--- src/rtl/tile_spawn_controller.sv ---
// Spawn controller: builds the empty-cell mask for the random tile generator,
// waits for a hit (or falls back to a lowest-index scan) and writes one new tile.
module tile_spawn_controller #(
  parameter int         MAX_TRIES = 32,
  parameter logic [3:0] EXP_TWO   = 4'd1,
  parameter logic [3:0] EXP_FOUR  = 4'd2
) (
  input  logic        clk,
  input  logic        rst,
  input  logic        spawn_req,
  input  logic [63:0] board,
  output logic [15:0] empty_mask,
  input  logic        gen_done,
  input  logic [3:0]  gen_pos,
  input  logic        gen_preset,
  output logic        board_we,
  output logic [3:0]  board_addr,
  output logic [3:0]  board_data,
  output logic        spawn_ack,
  output logic        board_full,
  output logic        fallback_used
);

  typedef enum logic [2:0] {IDLE, MASK, SETTLE, WAIT, SCAN, WRITE, ACK} state_t;

  localparam logic [7:0] LAST_TRY = 8'(MAX_TRIES - 1);

  state_t      state;
  logic [7:0]  tries;
  logic [15:0] board_empty;
  logic [3:0]  scan_idx;

  always_comb begin
    board_empty = '0;
    for (int i = 0; i < 16; i++) begin
      board_empty[i] = (board[4*i +: 4] == 4'd0);
    end
  end

  // Walk from the top down so the lowest set bit is the last one to win.
  always_comb begin
    scan_idx = '0;
    for (int i = 15; i >= 0; i--) begin
      if (empty_mask[i]) scan_idx = 4'(i);
    end
  end

  always_ff @(posedge clk or negedge rst) begin
    if (!rst) begin
      state         <= IDLE;
      tries         <= '0;
      empty_mask    <= '0;
      board_we      <= 1'b0;
      board_addr    <= '0;
      board_data    <= '0;
      spawn_ack     <= 1'b0;
      board_full    <= 1'b0;
      fallback_used <= 1'b0;
    end else begin
      case (state)
        IDLE: begin
          spawn_ack <= 1'b0;
          if (spawn_req) state <= MASK;
        end
        MASK: begin
          empty_mask    <= board_empty;
          fallback_used <= 1'b0;
          if (board_empty == 16'd0) begin
            board_full <= 1'b1;
            spawn_ack  <= 1'b1;
            state      <= ACK;
          end else begin
            board_full <= 1'b0;
            state      <= SETTLE;
          end
        end
        // The generator's gen_done still reflects the previous mask here.
        SETTLE: begin
          tries <= '0;
          state <= WAIT;
        end
        WAIT: begin
          if (gen_done) begin
            board_addr <= gen_pos;
            board_data <= gen_preset ? EXP_FOUR : EXP_TWO;
            board_we   <= 1'b1;
            state      <= WRITE;
          end else begin
            tries <= tries + 8'd1;
            if (tries == LAST_TRY) state <= SCAN;
          end
        end
        SCAN: begin
          board_addr    <= scan_idx;
          board_data    <= EXP_TWO;
          fallback_used <= 1'b1;
          board_we      <= 1'b1;
          state         <= WRITE;
        end
        WRITE: begin
          board_we  <= 1'b0;
          spawn_ack <= 1'b1;
          state     <= ACK;
        end
        ACK: begin
          spawn_ack <= 1'b0;
          state     <= IDLE;
        end
        default: state <= IDLE;
      endcase
    end
  end

endmodule

--- config.mk ---
export PLATFORM = sky130hd
export DESIGN_NAME = tile_spawn_controller
export DESIGN_NICKNAME = d
export VERILOG_FILES = /design/src/rtl/tile_spawn_controller.sv
export SDC_FILE = /design/constraint.sdc
export NUM_CORES = 1
export LEC_CHECK = 0
export BUFFER_PORTS_ARGS = -buffer_cell sky130_fd_sc_hd__buf_2
export CAP_MARGIN = 20
export CORE_ASPECT_RATIO = 1.4
export CORE_UTILIZATION = 45
export CTS_CLUSTER_DIAMETER = 100
export DETAILED_ROUTE_END_ITERATION = 8
export GPL_ROUTABILITY_DRIVEN = 0
export PLACE_DENSITY = 0.8
export RECOVER_POWER = 50
export SLEW_MARGIN = 40
export SYNTH_ARGS = -nofsm -noshare
export SYNTH_HDL_FRONTEND = slang
export SYNTH_SLANG_ARGS = --single-unit
--- constraint.sdc ---
create_clock -name clk -period 2.7 [get_ports clk]
set_clock_uncertainty 0.15 [all_clocks]
set_input_delay 0 -clock clk [delete_from_list [all_inputs] [get_ports clk]]
set_output_delay 0 -clock clk [all_outputs]
set_load 0.005 [all_outputs]
; Yosys cells after proc, flatten, opt, wreduce, memory -nomap -nowiden
; Cells that the tools add are included.
; W data, S select, Z words.
[totals]
in_bits = 73
word_cells = 85
output_inout_bits = 28
register_bits = 39
[op_classes]
n_mux = 34
eq_ne = 12
reduce_logical = 29
add_sub_neg = 1
[ops]
columns = operator, n
row1 = $mux W4, 18
row2 = $logic_not A4 Y1, 16
row3 = $pmux W3 S6, 1
row4 = $logic_not A16 Y1, 1
row5 = $pmux W4 S2, 2
row6 = $pmux W8 S2, 1
row7 = $mux W3, 4
row8 = $reduce_and A2 Y1, 5
row9 = $eq A3 B3 Y1 const B, 3
row10 = $add A8 B1 Y8 const B, 1
row11 = $eq A8 B5 Y1 const B, 1
row12 = $mux W8, 1
row13 = $ne A2 B2 Y1 const B, 4
row14 = $eq A3 B2 Y1 const B, 2
row15 = $pmux W1 S3, 2
row16 = $reduce_bool A2 Y1, 3
row17 = $reduce_bool A3 Y1, 2
row18 = $eq A3 B1 Y1 const B, 1
row19 = $logic_not A3 Y1, 1
row20 = $mux W1, 3
row21 = $ne A3 B3 Y1 const B, 1
row22 = $mux W2, 1
row23 = $pmux W1 S2, 1
row24 = $reduce_or A2 Y1, 1

; Logic depth before layout (Yosys ltp)
[logic_depth]
word_depth = 17
ltp_mapped = 7
ltp_nobuf = 5

; Least setup slack after synthesis
; No wires, ideal clock.
[synth_timing]
path_kind = register to register
from = register state[1]
to = register spawn_ack
synth_period_minus_slack_ns = 2.320
stages_incl_launch_ff = 8
slack_ns = 0.380
arrival_time_ns = 2.092
setup_ns = 0.078
path_cell_list = dfrtp_1 buf_6 or3b_1 buf_6 nand2b_1 or4_4 nor4_4 o21bai_1
[synth_via]
elab_chain_len = 4
[synth_lines]
columns = element, line
row1 = "start, declared", 28  ; state_t state;
row2 = "start signal, assigned", 50  ; state <= IDLE;
row3 = "start signal, assigned", 63  ; if (spawn_req) state <= MASK;
row4 = "start signal, assigned", 71  ; state <= ACK;
row5 = $eq A3 B3 Y1 or $logic_not A3 Y1 (tied branches), 60  ; case (state)
row6 = $reduce_or A2 Y1 (no source line), n/a
row7 = $reduce_bool A3 Y1 (no source line), n/a
row8 = $reduce_and A2 Y1 (no source line), n/a
row9 = "end signal, assigned", 56  ; spawn_ack <= 1'b0;
row10 = "end signal, assigned", 62  ; spawn_ack <= 1'b0;
row11 = "end signal, assigned", 70  ; spawn_ack <= 1'b1;
row12 = "end, declared", 19  ; output logic spawn_ack,
; Several ways; a longest one is shown, not always the timed one.
; A chain may end at the register's enable or synchronous reset.

; Final worst setup path
[layout_timing]
from = register state[0]
to = register state[2]
[layout_via]
elab_chain_len = 3
[layout_lines]
columns = element, line
row1 = $eq A3 B2 Y1 or $logic_not A3 Y1 (tied branches), 60
row2 = $ne A3 B3 Y1 (no source line) or $ne A2 B2 Y1 (tied branches), n/a
row3 = $reduce_and A2 Y1 (no source line), n/a
; Several ways; a longest one is shown, not always the timed one.

==> metrics.md <==
| Metric | Value |
|---|---|
| Initial core utilization | `a little under half` |
| Setup TNS | `0 ps` |
| Fmax | `between 0.4 and 0.5 GHz` |
| Buf/Inv on CP | `0` |
| Cell row count | `27` |
| Clock power share | `between 10% and 20%` |
| RSZ-0062 raised after global routing | `no` |
| Post-synthesis sequential area ratio | `48.2%` |
| Residual DRC | `2` |
| CP max stage cell | `or4_4` |
| Crit path max fanout | `11` |
| Antenna cells | `0` |
| Pint | `roughly 1.6 mW` |
| Proportion of layout cells with a drive suffix above 1 | `34.3%` |
| Delay-heaviest family, CP | `simple AND/OR/NAND/NOR gates` |
| Dpl ws | `379 ps` |
| GRT overflow | `0` |
| Busiest grt layer | `met2` |
| Worst-Margin Slew | `around 2000 ps` |
| Crit. End Element | `flop` |
| # resized after CTS | `0` |
| Initial antenna violation count | `0` |
| Detail Route Antenna Nets | `0` |
| Worst Slack Setup Final | `372 ps` |
| Die area | `between 4000 and 5000 sq um` |
| Iter 0 DRT Violations | `58` |
| H-tree depth | `2` |
| Final Net Count | `approximately 410` |
| Period utilisation layout | `between 80% and 90%` |
| Pins Over Slew Limit | `38` |
| Clock transition at path regs | `approximately 80 ps` |
| FFs w/ async S/R, synth | `100%` |
| Routing usage on met1 | `30.1%` |
| Syn_area_per_cell | `slightly below 10 sq um` |
| Worst VDD drop | `between 0.0006 and 0.0007 V` |
| Post-DR wirelength/cell | `roughly 16 um` |
| Failing checks | `DRC, capacitance limit, slew limit` |
| Fin cells | `~380` |
| Status | `complete, but fails checks` |
| Reg-to-Reg Start | `state[0]` |
| Vias in the first global route | `approximately 2,200` |
| Post-DP HPWL | `roughly 3.8 mm` |
| Total power | `2.56 mW` |
| Inst Count DP | `approximately 330` |
| TritonCTS Buffers | `5` |
| Sequence of cells on the critical path | `or3b_1 > nand2b_1 > or4_4 > nor4_4 > a221o_1` |
| Routed WL | `around 6.1 mm` |
| Power density over the cells | `876 nW/um^2` |
| Post-synthesis cell count | `around 200` |
| Clk sink count | `37` |
| Seq cells post-synth | `37` |
| Post-synthesis cell area | `between 1500 and 2000 sq um` |
| Global Route met3 Usage | `slightly above 6%` |
| Worst EP required | `2780 ps` |
| Setup Crit Path Kind | `flop to flop` |
| Comb pwr share | `43.6%` |
| Hold path start | `board[55]` |
| Hold Crit Class | `input port to flop` |
| Yosys Warn Count | `0` |
| First-pass GRT wire length | `about 9.7 mm` |
| CTS tree | `yes` |
| Post-synth cell types | `40` |
| Main synth FF type | `dfrtp_1` |
| Core Box Area | `4020 sq um` |
| EDFF count, synth | `0` |
| Final hold vios | `0` |
| First-pass detailed-route iteration total | `6` |
| Leak | `1.45 nW` |
| Min Clock Period, post-route | `approximately 2300 ps` |
| GR met2 Demand/Resource | `52.1%` |
| Net Sw Power | `just under 1 mW` |
| Filler Cell Count | `approximately 260` |
| GRT Total Usage | `approximately 28%` |
| P&R area growth vs syn | `52.4%` |
| Final core area utilization | `between 70 and 80%` |
| Final setup fails | `0` |
| Worst Setup SP | `state[0]` |
| Crit path DAT | `~2400 ps` |
| Slew HR | `-31.4%` |
| Vias | `between 2,000 and 2,500` |
| Stages on worst setup path | `5` |
| Die Wd | `~57 um` |
| Die Y | `79.3 um` |
| Clock Latency Late Sink | `290 ps` |
| IO Pins | `~100` |
| Switching part of the total power | `38.7%` |
| CTS Buffer Depth | `2` |
| Max Cap Viol | `1` |
| R2R cell count | `5` |
| Port buffer count | `between 90 and 100` |
| Flop pwr share | `a little under two fifths` |
| Hold path cells | `3` |
| Root Driver | `clkbuf_8` |
| CP peak stage delay | `approximately 550 ps` |
| Critical Path Source Type | `flop` |
| DR vias/cell | `between 5 and 6` |
| Largest net degree at the start of global routing | `38` |
[cells in the mapped netlist, drive strengths merged (2+ instances only)]
cell type	count	area, sq um
o221ai	2	17.5
nand4	3	18.8
mux2	10	113
nand3	6	30.0
xor2	3	26.3
nor2	20	75.1
a32oi	2	17.5
o21ai	10	50.1
buf	4	37.5
nor4	12	90.1
inv	6	22.5
nor3	6	30.0
a21o	2	15.0
or4	10	78.8
nand2b	5	31.3
o311ai	3	26.3
dfrtp	37	926
a21oi	13	65.1
nand2	18	67.6
xnor2	3	26.3
clkbuf	4	15.0
[power by group through the flow]
stage	sequential [mW]	combinational [mW]	clock (mW)
after floorplan	0.903	0.701	0
after global placement	0.939	1.03	0
after detailed placement	0.949	1.04	0
after CTS	0.938	1.09	0.502
after global routing	0.969	1.23	0.523
final	0.947	1.12	0.498
[worst register-to-register path, stage by stage (launching register included)]
cell and delay (ps):
dfrtp_1 520, or3b_1 410, nand2b_1 170, or4_4 550
nor4_4 330, a221o_1 160
[flip-flops by register name (all words and copies together), names as in the netlist]
register / count
board_addr: 4
board_data: 2
board_full: 1
board_we: 1
empty_mask: 16
fallback_used: 1
spawn_ack: 1
state: 3
tries: 8
[final cells by class]
class	count	area (sq um)	area share [%]
Sequential cell	37	926	31.6
Multi-Input combinational cell	145	923	31.6
Timing Repair Buffer	139	885	30.2
Clock buffer	7	86.3	2.95
Tap cell	43	53.8	1.84
Clock inverter	1	30.0	1.03
Inverter	6	22.5	0.770
[cells in the final DEF (no fill, tap or decap), drive strengths merged, types with 2 or more instances in the layout]
cell type and n:
nor4 12, o311ai 3, inv 6, a32oi 2, xor2 3, clkbuf 14
mux2 10, buf 94, nand3 6, xnor2 3, dfrtp 37, a21o 2
nand2 18, o21ai 10, nor2 20, a21oi 13, nand4 3, dlygate4sd3 38
or4 10, conb 2, nor3 6, o221ai 2, nand2b 5
[routing by layer]
metal | vias up | wire length (um)
met1 | 997 | 2240
met3 | 28 | 420
met5 | - | 0
li1 | 1002 | -
met2 | 108 | 3230
met4 | 0 | 227
[worst paths after layout]
| kind | to | slack, ps |
|---|---|---|
| max in group asynchronous | fallback_used | 600 |
| setup reg to reg | state[2] | 370 |
| setup / recovery | state[2] | 370 |
| hold reg to reg | fallback_used | 330 |
| min in group asynchronous | empty_mask[10] | 660 |
| hold / removal | empty_mask[13] | 50 |
[kinds of logic after synthesis]
family,Yosys count,synth area share (%)
multiplexers,10,5.86
adder cells (fa/ha/maj),1,0.651
flip-flops,37,48.2
AND/OR/NAND/NOR,87,25.3
buffers and inverters,14,3.91
AO/OA/AOI/OAI,39,13.2
other,1,0.195
XOR/XNOR,6,2.74
[timing repair]
action	CTS	global route
setup buffers	0	0
endpoints found under the hold margin	59	0
hold buffers	38	0
[stage by stage]
step | area [sq um] | hold WS, ps
2_1_floorplan | 1920 | -446
3_3_place_gp | 2440 | -10.1
3_5_place_dp | 2440 | -5.36
4_1_cts | 2940 | 7.51
5_1_grt | 2930 | 47.0
6_report | 2930 | 46.6
(Power assumes the default switching activity.)
